$ cat src/rtl/t02_pkg.sv
// Shared types and constants for the t02 RAM-to-Wishbone bus adapter.
package t02_pkg;

  localparam int unsigned DATA_W = 32;
  localparam int unsigned ADDR_W = 32;
  localparam int unsigned SEL_W  = 4;
  localparam int unsigned WD_W   = 16;

  localparam logic [SEL_W-1:0]  WORD_SEL     = 4'hF;
  localparam int unsigned       T02_TIMEOUT  = 255;
  localparam logic [DATA_W-1:0] T02_ERR_DATA = 32'hDEAD_BEEF;

  typedef enum logic [1:0] {
    IDLE = 2'd0,
    BUS  = 2'd1,
    DONE = 2'd2
  } bus_state_t;

  typedef struct packed {
    logic              we;
    logic [SEL_W-1:0]  sel;
    logic [ADDR_W-1:0] adr;
    logic [DATA_W-1:0] dat;
  } wb_req_t;

endpackage

$ cat src/rtl/t02_bus_watchdog.sv
// Loadable down-counter; expired_o is high once TIMEOUT-1 enabled cycles follow a clear.
module t02_bus_watchdog
  import t02_pkg::*;
#(
  parameter int unsigned TIMEOUT = T02_TIMEOUT
) (
  input  logic clk,
  input  logic rst,
  input  logic clear_i,
  input  logic en_i,
  output logic expired_o
);

  logic [WD_W-1:0] cnt_q, cnt_d;
  logic            expired_q;

  // Counter saturates at zero; expiry is registered from the next count value.
  always_comb begin
    cnt_d = cnt_q;
    if (clear_i) begin
      cnt_d = WD_W'(TIMEOUT - 1);
    end else if (en_i && (cnt_q != '0)) begin
      cnt_d = cnt_q - WD_W'(1);
    end
  end

  always_ff @(posedge clk) begin
    if (rst) begin
      cnt_q     <= '0;
      expired_q <= 1'b0;
    end else begin
      cnt_q     <= cnt_d;
      expired_q <= (cnt_d == '0);
    end
  end

  assign expired_o = expired_q;

endmodule

$ cat src/rtl/t02_ram_bus_adapter.sv
// Turns CPU word RAM requests into single classic Wishbone transfers, with a bus timeout.
module t02_ram_bus_adapter
  import t02_pkg::*;
#(
  parameter int unsigned       TIMEOUT  = T02_TIMEOUT,
  parameter logic [DATA_W-1:0] ERR_DATA = T02_ERR_DATA
) (
  input  logic              clk,
  input  logic              rst,
  input  logic [ADDR_W-1:0] ramaddr,
  input  logic [DATA_W-1:0] ramstore,
  input  logic              Ren,
  input  logic              Wen,
  output logic [DATA_W-1:0] ramload,
  output logic              busy_o,
  output logic              wb_cyc_o,
  output logic              wb_stb_o,
  output logic              wb_we_o,
  output logic [ADDR_W-1:0] wb_adr_o,
  output logic [DATA_W-1:0] wb_dat_o,
  output logic [SEL_W-1:0]  wb_sel_o,
  input  logic [DATA_W-1:0] wb_dat_i,
  input  logic              wb_ack_i,
  output logic              err_o
);

  bus_state_t        state_q, state_d;
  wb_req_t           req_q, req_d;
  logic              cyc_q, cyc_d;
  logic [DATA_W-1:0] ramload_q, ramload_d;
  logic              err_q, err_d;
  logic              wd_clear_c, wd_en_c, wd_expired;
  logic [1:0]        unused_addr_lsb;

  assign unused_addr_lsb = ramaddr[1:0];

  t02_bus_watchdog #(.TIMEOUT(TIMEOUT)) u_watchdog (
    .clk      (clk),
    .rst      (rst),
    .clear_i  (wd_clear_c),
    .en_i     (wd_en_c),
    .expired_o(wd_expired)
  );

  always_ff @(posedge clk) begin
    if (rst) begin
      state_q   <= IDLE;
      req_q     <= '0;
      cyc_q     <= 1'b0;
      ramload_q <= '0;
      err_q     <= 1'b0;
    end else begin
      state_q   <= state_d;
      req_q     <= req_d;
      cyc_q     <= cyc_d;
      ramload_q <= ramload_d;
      err_q     <= err_d;
    end
  end

  always_comb begin
    state_d    = state_q;
    req_d      = req_q;
    cyc_d      = cyc_q;
    ramload_d  = ramload_q;
    err_d      = err_q;
    wd_clear_c = 1'b0;
    wd_en_c    = 1'b0;
    unique case (state_q)
      IDLE: begin
        // Write wins when both requests are raised together.
        if (Ren || Wen) begin
          req_d.we   = Wen;
          req_d.sel  = WORD_SEL;
          req_d.adr  = {ramaddr[ADDR_W-1:2], 2'b00};
          req_d.dat  = ramstore;
          cyc_d      = 1'b1;
          wd_clear_c = 1'b1;
          state_d    = BUS;
        end
      end
      BUS: begin
        wd_en_c = 1'b1;
        if (wb_ack_i) begin
          if (!req_q.we) ramload_d = wb_dat_i;
          cyc_d   = 1'b0;
          state_d = DONE;
        end else if (wd_expired) begin
          if (!req_q.we) ramload_d = ERR_DATA;
          err_d   = 1'b1;
          cyc_d   = 1'b0;
          state_d = DONE;
        end
      end
      DONE: begin
        state_d = IDLE;
      end
      default: begin
        cyc_d   = 1'b0;
        state_d = IDLE;
      end
    endcase
  end

  assign busy_o   = (state_q == BUS) || ((state_q == IDLE) && (Ren || Wen));
  assign wb_cyc_o = cyc_q;
  assign wb_stb_o = cyc_q;
  assign wb_we_o  = req_q.we;
  assign wb_sel_o = req_q.sel;
  assign wb_adr_o = req_q.adr;
  assign wb_dat_o = req_q.dat;
  assign ramload  = ramload_q;
  assign err_o    = err_q;

endmodule
$ cat config.mk
export PLATFORM = sky130hd
export DESIGN_NAME = t02_ram_bus_adapter
export DESIGN_NICKNAME = d
export VERILOG_FILES = /design/src/rtl/t02_pkg.sv /design/src/rtl/t02_bus_watchdog.sv /design/src/rtl/t02_ram_bus_adapter.sv
export SDC_FILE = /design/constraint.sdc
export NUM_CORES = 1
export LEC_CHECK = 0
export BUFFER_PORTS_ARGS = -buffer_cell sky130_fd_sc_hd__buf_2
export CORE_MARGIN = 1.5
export CORE_UTILIZATION = 48
export CTS_BUF_LIST = sky130_fd_sc_hd__clkbuf_4
export DETAILED_ROUTE_END_ITERATION = 10
export PLACE_DENSITY = 0.82
export SYNTH_ARGS = -nofsm -noshare
export SYNTH_HDL_FRONTEND = slang
export SYNTH_SLANG_ARGS = --single-unit
export TNS_END_PERCENT = 100
$ cat constraint.sdc
create_clock -name clk -period 2.52 [get_ports clk]
set_input_delay 0.252 -clock clk [delete_from_list [all_inputs] [get_ports clk]]
set_output_delay 0.252 -clock clk [all_outputs]
set_load 0.1 [all_outputs]
* Yosys cells after proc, flatten, opt, wreduce, memory -nomap -nowiden
Index checks and enable logic that the tools add are counted.
Storage, ports and cells: bits in registers 117, input port bits 101, output and inout bits 105, word-level logic and storage cells 48
Operators by class: add/sub/neg operators 1, eq/ne operators 4, multiplexer cells 17, bitwise gates (word level) 3, reductions and logical operators 13
Operator list (number):
- two-way mux 32 bit | 4
- two-way mux 16 bit | 2
- logical NOT 16 bit | 1
- nonzero test 16 bit | 1
- subtractor 16 x 1 -> 16 bit, second input constant | 1
- AND reduction 3 bit | 3
- two-way mux 1 bit | 6
- two-way mux 2 bit | 3
- one-hot mux 2 bit (2 select lines) | 1
- AND reduction 2 bit | 2
- != test 3 x 2 -> 1 bit, second input constant | 1
- inverter 1 bit | 3
- one-hot mux 1 bit (3 select lines) | 1
- equality test 2 x 1 -> 1 bit, second input constant | 1
- equality test 2 bit, second input constant | 1
- logical AND 1 bit | 2
- logical NOT 2 bit | 1
- logical OR 1 bit | 2
- != test 2 x 1 -> 1 bit, second input constant | 1
- nonzero test 2 bit | 1

* Logic depth before layout (Yosys ltp)
Gate-level depths: netlist (run 1).
depth after elaboration 6, gate-level depth with buffers 8, depth with buffers taken out 8

* Modules after synthesis
From an unflattened synthesis (run 1), not the netlist that was laid out.
Unflattened totals: cells, all modules 584, area, all modules 4954.8 um^2
By module, submodules not included:
- t02_ram_bus_adapter | times used 1, cells each 468, area an instance 3976.3 um^2, sequential area each 2001.9 um^2
- t02_bus_watchdog | times used 1, cells each 116, area an instance 978.4 um^2, sequential area each 340.3 um^2

* Worst setup path after synthesis (run 1)
No wires, ideal clock.
path type reg-to-reg, from register u_watchdog.cnt_q[5], to register u_watchdog.expired_q, in the netlist u_watchdog.expired_o, setup time 88 ps, arrival 1887 ps, required time 2432 ps, setup slack 545 ps, stages on the path, launching flop included 8, buffers on the path 1, period minus slack after synthesis 1975 ps, cells stage by stage dfxtp_1 buf_2 nor4_1 o211ai_1 nor4_1 xnor2_1 nand4_1 nor4_2
Between the ends: word-level cells in the longest chain between the ends 5, elaborated cells between the ends (all ways) 6, classes of those cells add/sub (1); mux (2); reduce/logical (3)
Ends and longest elaborated chain:
- start: declaration | RTL line t02_bus_watchdog.sv:14 | logic [WD_W-1:0] cnt_q, cnt_d;
- start signal: assignment | RTL line t02_bus_watchdog.sv:32 | cnt_q <= cnt_d;
- parallel branches: the longest is 2 deep, another holds subtractor 16 x 1 -> 16 bit
- two-way mux 16 bit (*) | RTL line t02_bus_watchdog.sv:22 | end else if (en_i && (cnt_q != '0)) begin
- two-way mux 16 bit (*) | RTL line t02_bus_watchdog.sv:20 | if (clear_i) begin
- logical NOT 16 bit (*) | RTL line t02_bus_watchdog.sv:33 | expired_q <= (cnt_d == '0);
- end signal: assignment | RTL line t02_bus_watchdog.sv:33
- end: declaration | RTL line t02_bus_watchdog.sv:15 | logic expired_q;
Every way passes the cells marked *. A chain may end at the register's enable or synchronous reset.

* Worst setup path after layout (run 1)
from register state_q[1], to register u_watchdog.expired_q, in the netlist u_watchdog.expired_o
Between the ends: word-level cells in the longest chain between the ends 6, elaborated cells between the ends (all ways) 8, classes of those cells eq/ne (1); mux (4); reduce/logical (3)
Ends and longest elaborated chain:
- start: declaration | RTL line t02_ram_bus_adapter.sv:27 | bus_state_t state_q, state_d;
- start signal: assignment | RTL line t02_ram_bus_adapter.sv:53 | state_q <= state_d;
- equality test 2 x 1 -> 1 bit | RTL line t02_ram_bus_adapter.sv:69 | unique case (state_q)
- two-way mux 1 bit | RTL line t02_ram_bus_adapter.sv:69
- logical AND 1 bit | RTL line t02_bus_watchdog.sv:22
- two-way mux 16 bit | RTL line t02_bus_watchdog.sv:22
- two-way mux 16 bit (*) | RTL line t02_bus_watchdog.sv:20
- logical NOT 16 bit (*) | RTL line t02_bus_watchdog.sv:33
Every way passes the cells marked *; elsewhere a longest branch is shown, timed or not.

==> reports/qor.yml, run 1 <==
route:
  vias: 5050
  routedWlPerCell_um: 14.8
  viasPerCell: 5.34
  firstDrtPassIters: 5
  drcViolationCount: 0
  drtAntennaViolNets: 0
  first_iter_violations: 254
  wirelength_um: 14000
yosys:
  synth_top_cell_area_share_pct: 51.6
  synth_top_family_by_area: "simple AND/OR/NAND/NOR gates"
  synth_simple_gate_area_share_pct: 23.9
  synth_compound_area_share_pct: 16.6
  syn_area_per_cell_um2: 7.96
  yosys_most_used_dff: "dfxtp_1"
  synthAdderAreaFrac_pct: 0.552
  async_flop_share_pct: 0
  ys_top_cells_by_area: "dfxtp_1 (52%), nand2_1 (14%), a21oi_1 (12%)"
  synth_cells: 570
  synthXorXnorAreaFrac_pct: 1.74
  muxShareOfSynthArea_pct: 0.441
  netlist_area_mm2: 0.00454
  synth-seq-area-share_pct: 51.6
  synth_area_leader_cell: "dfxtp_1"
  synth_cell_types: 42
  synth-seq-cells: 117
  synth_edf_count: 0
  ys.warnings.count: 0
layout:
  nNetsFinal: 925
  final_common_cell: "buf_2"
  drive_gt1_share_pct: 29.9
  antenna_cells: 0
  finish.instance_area_mm2: 0.00656
  syn_to_final_growth_pct: 44.6
  final_cell_mix: "buf_2 (200), nand2_1 (164), dfxtp_1 (117)"
power_and_ir_drop:
  internal_power_w: 0.00304
  switching_share_pct: 40.9
  clockPowerShare_pct: 27.4
  power.share.sequential_pct: 40.2
  total_leakage_power_nw: 2.97
  p_per_area_mw_per_mm2: 785
  comb_power_share_pct: 32.3
  peakVddDrop_v: 0.000391
  power_switching_w: 0.00210
sta:
  layout_min_cycle_time_ps: 2140
  worstMarginPinSlew_ps: 986
  max-slew-margin-rel_pct: 34.3
  clock.fmax_mhz: 467
  setup-violations-final: 0
  fin_crit_sh_pct: 85.1
  hold_viol: 0
  fin_worst_skew_ps: 15.1
  slew_viol_final: 0
  rsz0062_at_grt: "false"
  setup_tns_ps: 0
critical_path:
  crit_required_ps: 2910
  worst-path-max-fanout: 9
  cp_slowest_cell: "dfxtp_1"
  arrival_ps: 2540
  critical_path_class: "flop to flop"
  r2r_cells: 6
  path_buf_inv: 0
  crit_family: "simple AND/OR/NAND/NOR gates"
  critical_path.cell_chain: "nor4b_4, nand2_1, nor4_1, mux2i_1, nand4_1, nor4_2"
  critical-path-max-stage-delay_ps: 430
  worst-path-stages: 6
  start_kind: "flop"
  critPathCaptureType: "flop"
floorplanning:
  die_h_um: 100
  rows: 35
  die_width_um: 100
  ioPinCount: 206
  coreArea_mm2: 0.00920
  die-area_mm2: 0.0100
  start_util_pct: 49.3
clock_network:
  clock_tree.root_cell: "clkbuf_4"
  clk_pin_slew_worst_paths_ps: 120
  cts_tree: "yes"
  cts_max_level: 4
  cts_buffers: 17
  clock-sinks: 117
  clk_path_buf_depth: 2
  clk_latency_ps: 490
flow_run:
  maxCapViolations: 0
min_path:
  hold_path_depth: 3
  hold_class: "primary input to flop"
placement:
  routabilityCongestion: 0.933
  portBuffers: 201
  dpl_cell_area_mm2: 0.00555
  dp_hpwl_um: 8320
status:
  outcome: "finished, final reports clean"
global_route:
  grt_pass1_vias: 4889
  grt_usage_pct: 27.6
  grt_pass1_wl_um: 22000
  grt_max_degree: 66
  grt.overflow.total: 0
  antenna_found_initial: 0
power by group through the flow:
stage | Combinational, W | Sequential [W] | Clock, W
floorplan | 0.000476 | 0.00290 | 0
global placement | 0.00153 | 0.00210 | 0
detailed placement | 0.00155 | 0.00210 | 0
CTS | 0.00164 | 0.00206 | 0.00145
global route | 0.00174 | 0.00209 | 0.00153
finish | 0.00166 | 0.00207 | 0.00141
metrics by stage:
stage	cells	setup WS (ps)	hold WS, ps	power [W]	util [%]
5_1_grt	945	196	13.7	0.00536	71.3
3_5_place_dp	843	426	441	0.00366	60.4
6_report	945	377	65.9	0.00515	71.3
4_1_cts	943	389	7.17	0.00515	71.1
2_1_floorplan	571	545	388	0.00338	-
3_3_place_gp	843	488	436	0.00363	60.4
worst min-delay path: cells and delay by family:
family,cells,cell delay [ps]
buffers and inverters,1,70
AO/OA/AOI/OAI,2,190
routing by layer:
| metal | wire length (um) | vias to the layer above | global-route usage [%] |
|---|---|---|---|
| li1 | - | 2420 | - |
| met1 | 5630 | 2307 | 30.9 |
| met2 | 6730 | 278 | 47.1 |
| met3 | 1210 | 45 | 8.70 |
| met4 | 459 | 0 | 14.5 |
| met5 | 0 | - | 0 |
state kept, by name, indices dropped and copies added (netlist names):
signal and cells:
wb_sel_o 1, wb_we_o 1, state_q 2, wb_cyc_o 1, ramload 32, u_watchdog.expired_o 1, wb_dat_o 32, wb_adr_o 30
u_watchdog.cnt_q 16, err_o 1
cells in the mapped netlist (2+ instances only):
master    count
dfxtp_1     117
nand3_1      12
or3_1         4
clkbuf_1     33
a31oi_1       3
nor2_1       23
nor3_1       14
buf_1         5
o21ai_0      25
nand2_1     164
nor2b_1       3
mux2i_1       2
a21oi_1     106
buf_2         2
nand2b_1      5
inv_1         5
or4_4         2
nor4_1        5
ha_1          2
nand4_1       3
xnor2_1       9
buf_4         6
final timing paths:
kind                                             end   startpoint  slack (ps)
worst min-delay path                      ramload[2]  wb_dat_i[2]          70
worst min register to register           ramload[16]  ramload[16]         450
worst max register to register  u_watchdog.expired_o   state_q[1]         380
worst max-delay path            u_watchdog.expired_o   state_q[1]         380
final cells by class:
class / count / area [um^2]
inverter: 5 / 18.8
clock inverter: 13 / 158
tap: 111 / 139
sequential: 117 / 2340
multi-input combinational: 402 / 1980
clock buffer: 18 / 135
timing repair buffer: 279 / 1780
fill: 616 / 2640
logic make-up after synthesis:
family,after synthesis
AO/OA/AOI/OAI,144
XOR/XNOR,9
adder cells (fa/ha/maj),2
buffers and inverters,52
flip-flops,117
multiplexers,2
other,1
AND/OR/NAND/NOR,243
repair_timing:
action | CTS | global route
hold endpoints to repair | 69 | 2
gates resized for setup | 0 | 0
buffers inserted | 0 | 0
hold buffers | 69 | 2
Note: power is estimated with default switching activity, not from simulation.
==> run 2: changes to the inputs <==
==> constraint.sdc (replaced) <==
create_clock -name clk -period 2.45 [get_ports clk]
set_input_delay 0.245 -clock clk [delete_from_list [all_inputs] [get_ports clk]]
set_output_delay 0.245 -clock clk [all_outputs]
set_load 0.1 [all_outputs]
==> reports/qor.yml, run 2 (synthesized netlist as in run 1, its figures left out) <==
status:
  outcome: "finished, final reports clean"
floorplanning:
  die_width_um: 100
  rows: 35
  die-area_mm2: 0.0100
  coreArea_mm2: 0.00920
  die_h_um: 100
  start_util_pct: 49.3
  ioPinCount: 206
global_route:
  use_met3_pct: 7.59
  grt.met2_usage_pct: 46.5
  grt_usage_pct: 27.6
  grt_pass1_wl_um: 22100
  gr-usage-met1_pct: 31.8
  grt_pass1_vias: 4811
  grt.overflow.total: 0
  grt_busiest_layer: "met2"
  antenna_found_initial: 0
  grt_max_degree: 64
critical_path:
  r2r_slack_ps: 270
  worst-path-max-fanout: 9
  r2r_cells: 6
  start_kind: "flop"
  critPathCaptureType: "flop"
  arrival_ps: 2590
  critical_path_class: "flop to flop"
  crit_required_ps: 2860
  r2r-end: "u_watchdog.expired_o"
  r2r_start: "state_q[1]"
route:
  routedWlPerCell_um: 14.7
  vias: 5034
  drcViolationCount: 0
  viasPerCell: 5.33
  firstDrtPassIters: 5
  first_iter_violations: 345
  wirelength_um: 13900
  drtAntennaViolNets: 0
placement:
  portBuffers: 201
  dp_hpwl_um: 8160
  dpl_cell_area_mm2: 0.00555
  routabilityCongestion: 0.876
layout:
  fin_util_pct: 71.5
  antenna_cells: 0
  finish.instance_area_mm2: 0.00657
  final_cell_mix: "buf_2 (200), nand2_1 (164), dfxtp_1 (117)"
  nNetsFinal: 924
  final_common_cell: "buf_2"
  drive_gt1_share_pct: 29.3
  syn_to_final_growth_pct: 44.9
clock_network:
  clk_latency_ps: 500
  cts_max_level: 4
  clock-sinks: 117
  cts_setup_buffers: 0
  cts_tree: "yes"
  cts_buffers: 17
  hold_buffers: 71
  clk_pin_slew_worst_paths_ps: 100
  ctsResizeCount: 0
  clock_tree.root_cell: "clkbuf_4"
  clk_path_buf_depth: 2
power_and_ir_drop:
  total_leakage_power_nw: 2.96
  p_per_area_mw_per_mm2: 816
  peakVddDrop_v: 0.000515
min_path:
  hold_path_depth: 3
  hold_class: "primary input to flop"
  hold-path-endpoint: "ramload[13]"
  hold_start: "wb_dat_i[13]"
flow_run:
  maxCapViolations: 0
sta:
  layout_min_cycle_time_ps: 2180
  setup-violations-final: 0
  max-slew-margin-rel_pct: 34.1
  slew_viol_final: 0
  setup_tns_ps: 0
  fin_crit_sh_pct: 89.0
  rsz0062_at_grt: "false"
  worstMarginPinSlew_ps: 989
  fin_worst_skew_ps: 16.0
  hold_viol: 0
  clock.fmax_mhz: 458
[run 2: how the worst max path moves through the flow]
stage	startpoint	end	slack, ps	depth (start not counted)
CTS	state_q[1]	u_watchdog.expired_o	340	6
global placement	state_q[1]	u_watchdog.expired_o	410	6
detailed placement	state_q[1]	u_watchdog.expired_o	380	6
global route	state_q[1]	u_watchdog.expired_o	80	6
floorplan	u_watchdog.cnt_q[5]	u_watchdog.expired_o	480	7
finish	state_q[1]	u_watchdog.expired_o	270	6
[run 2: per-layer routing]
metal	share of wire, %	wire length, um
met1	40	5620
met2	48	6610
met3	8.4	1160
met4	3.5	491
met5	0	0
[run 2: critical path: stages, from the launching register on]
cell and delay, ps:
dfxtp_1 420, nor4b_4 410, nand2_1 280, nor4_1 310, mux2i_1 270, nand4_1 150
nor4_2 240
[run 2: through the flow]
step / total power, W / hold slack [ps] / setup WS (ps) / cells
after floorplan: 0.00347 / 381 / 475 / 571
after global placement: 0.00373 / 435 / 413 / 842
after detailed placement: 0.00376 / 443 / 381 / 842
after CTS: 0.00537 / 1.14 / 337 / 945
after global routing: 0.00558 / 15.9 / 77.4 / 945
final: 0.00536 / 42.5 / 268 / 945
[run 2: where the power goes]
group	switching, W	total [W]	leakage [nW]	internal (W)
sequential	0.0000917	0.00213	0.961	0.00204
clock	0.000727	0.00152	0.152	0.000797
combinational	0.00133	0.00171	1.85	0.000378
[run 2: final cells by class]
cell class | count | area (um^2)
fill | 650 | 2630
sequential | 117 | 2340
multi-input combinational | 402 | 1980
timing repair buffer | 278 | 1780
clock inverter | 15 | 186
tap | 111 | 139
clock buffer | 17 | 128
inverter | 5 | 18.8
==> run 3: changes to the inputs <==
==> constraint.sdc (replaced) <==
create_clock -name clk -period 2.4 [get_ports clk]
set_input_delay 0.24 -clock clk [delete_from_list [all_inputs] [get_ports clk]]
set_output_delay 0.24 -clock clk [all_outputs]
set_load 0.1 [all_outputs]
==> reports/qor.yml, run 3 (synthesized netlist as in run 1, its figures left out) <==
floorplanning:
  die_width_um: 100
  rows: 35
  start_util_pct: 49.3
  ioPinCount: 206
  coreArea_mm2: 0.00920
  die-area_mm2: 0.0100
  die_h_um: 100
clock_network:
  cts_buffers: 17
  clock_tree.root_cell: "clkbuf_4"
  clock-sinks: 117
  clk_path_buf_depth: 2
  clk_pin_slew_worst_paths_ps: 110
  cts_setup_buffers: 0
  cts_max_level: 4
  clk_latency_ps: 480
  cts_tree: "yes"
min_path:
  hold_class: "primary input to flop"
  hold_start: "wb_dat_i[26]"
  hold-path-endpoint: "ramload[26]"
  hold_path_depth: 3
layout:
  nNetsFinal: 925
  final_cell_mix: "buf_2 (200), nand2_1 (163), dfxtp_1 (117)"
  syn_to_final_growth_pct: 44.9
  final_common_cell: "buf_2"
  finish.instance_area_mm2: 0.00657
  n_fill_cell: 675
  antenna_cells: 0
  drive_gt1_share_pct: 30.2
power_and_ir_drop:
  peakVddDrop_v: 0.000462
  total_leakage_power_nw: 2.97
  p_per_area_mw_per_mm2: 818
global_route:
  antenna_found_initial: 0
  grt_pass1_wl_um: 22000
  grt.overflow.total: 0
  grt_pass1_vias: 4773
  grt_usage_pct: 27.5
  grt_max_degree: 64
sta:
  max-slew-margin-rel_pct: 31.4
  clock.fmax_mhz: 457
  layout_min_cycle_time_ps: 2190
  worstMarginPinSlew_ps: 1030
  hold_viol: 0
  setup_tns_ps: 0
  fin_crit_sh_pct: 91.3
  fin_worst_skew_ps: 15.8
  setup-violations-final: 0
  slew_viol_final: 0
  rsz0062_at_grt: "false"
status:
  outcome: "finished, final reports clean"
critical_path:
  r2r-end: "u_watchdog.expired_o"
  critical_path_class: "flop to flop"
  arrival_ps: 2560
  cp-startpoint: "u_watchdog.cnt_q[0]"
  r2r_slack_ps: 210
  worst-path-max-fanout: 5
  r2r_start: "u_watchdog.cnt_q[0]"
  critPathCaptureType: "flop"
  crit_required_ps: 2770
  r2r_cells: 8
  start_kind: "flop"
flow_run:
  maxCapViolations: 0
route:
  viasPerCell: 5.23
  vias: 4951
  first_iter_violations: 255
  firstDrtPassIters: 4
  drcViolationCount: 0
  drtAntennaViolNets: 0
  wirelength_um: 13800
  routedWlPerCell_um: 14.6
placement:
  dp_hpwl_um: 8160
  portBuffers: 201
  dpl_cell_area_mm2: 0.00556
  routabilityCongestion: 0.892
run 3: cell types whose count changed in the layout (fill, tap and decap cells not counted), sizes merged:
cell / previous run / this run
buf: 207 / 209
bufinv: 4 / 3
clkbuf: 17 / 18
clkinv: 6 / 8
clkinvlp: 4 / 3
dlygate4sd3: 71 / 70
inv: 6 / 5
run 3: per-stage QoR:
step | cells | util, % | setup WS [ps] | hold slack [ps] | power (W)
2_1_floorplan | 571 | - | 425 | 376 | 0.00354
3_3_place_gp | 844 | 60.5 | 346 | 435 | 0.00381
3_5_place_dp | 844 | 60.5 | 156 | 440 | 0.00384
4_1_cts | 946 | 71.3 | 88.2 | 0.218 | 0.00540
5_1_grt | 946 | 71.5 | 14.5 | 11.5 | 0.00561
6_report | 946 | 71.5 | 210 | 50.9 | 0.00538
run 3: routing by layer:
metal | global-route usage (%) | part of all wire (%) | up-vias
met5 | 0 | 0 | -
li1 | - | - | 2409
met3 | 8.77 | 7.9 | 26
met2 | 48.8 | 49 | 234
met1 | 30.9 | 41 | 2282
met4 | 10.1 | 2.0 | 0
run 3: worst max-delay path by stage:
stage | end | slack, ps | depth (start not counted)
4_1_cts | u_watchdog.expired_o | 90 | 6
2_1_floorplan | u_watchdog.expired_o | 430 | 7
6_report | u_watchdog.expired_o | 210 | 8
3_3_place_gp | u_watchdog.expired_o | 350 | 6
3_5_place_dp | u_watchdog.expired_o | 160 | 6
5_1_grt | u_watchdog.expired_o | 10 | 8
run 3: final cells by class:
type	instances	area [um^2]	area share, %
Clock buffer	18	135	2.06
Clock inverter	14	161	2.46
Inverter	5	18.8	0.285
Multi-Input combinational cell	402	2000	30.4
Sequential cell	117	2340	35.6
Tap cell	111	139	2.11
Timing Repair Buffer	279	1780	27.1
run 3: report_power, final:
group          switching [W]  internal (W)  leakage (nW)  total (W)
Clock               0.000739      0.000726         0.153    0.00146
Sequential         0.0000933       0.00208         0.961    0.00217
Combinational        0.00136      0.000388          1.86    0.00174
Total                0.00219       0.00319          2.97    0.00538
run 3: repair_timing:
action	4_1_cts	5_1_grt
resized for setup	0	3
hold buffers	70	0
setup endpoints to repair	0	1
hold endpoints to repair	70	0
run 3: worst max-delay path: stages (launching register included):
cell,delay (ps)
dfxtp_1,370
inv_1,100
ha_1,240
nand2b_1,200
o211ai_1,210
nor4_2,300
xnor2_1,190
nand4_1,180
nor4_2,290
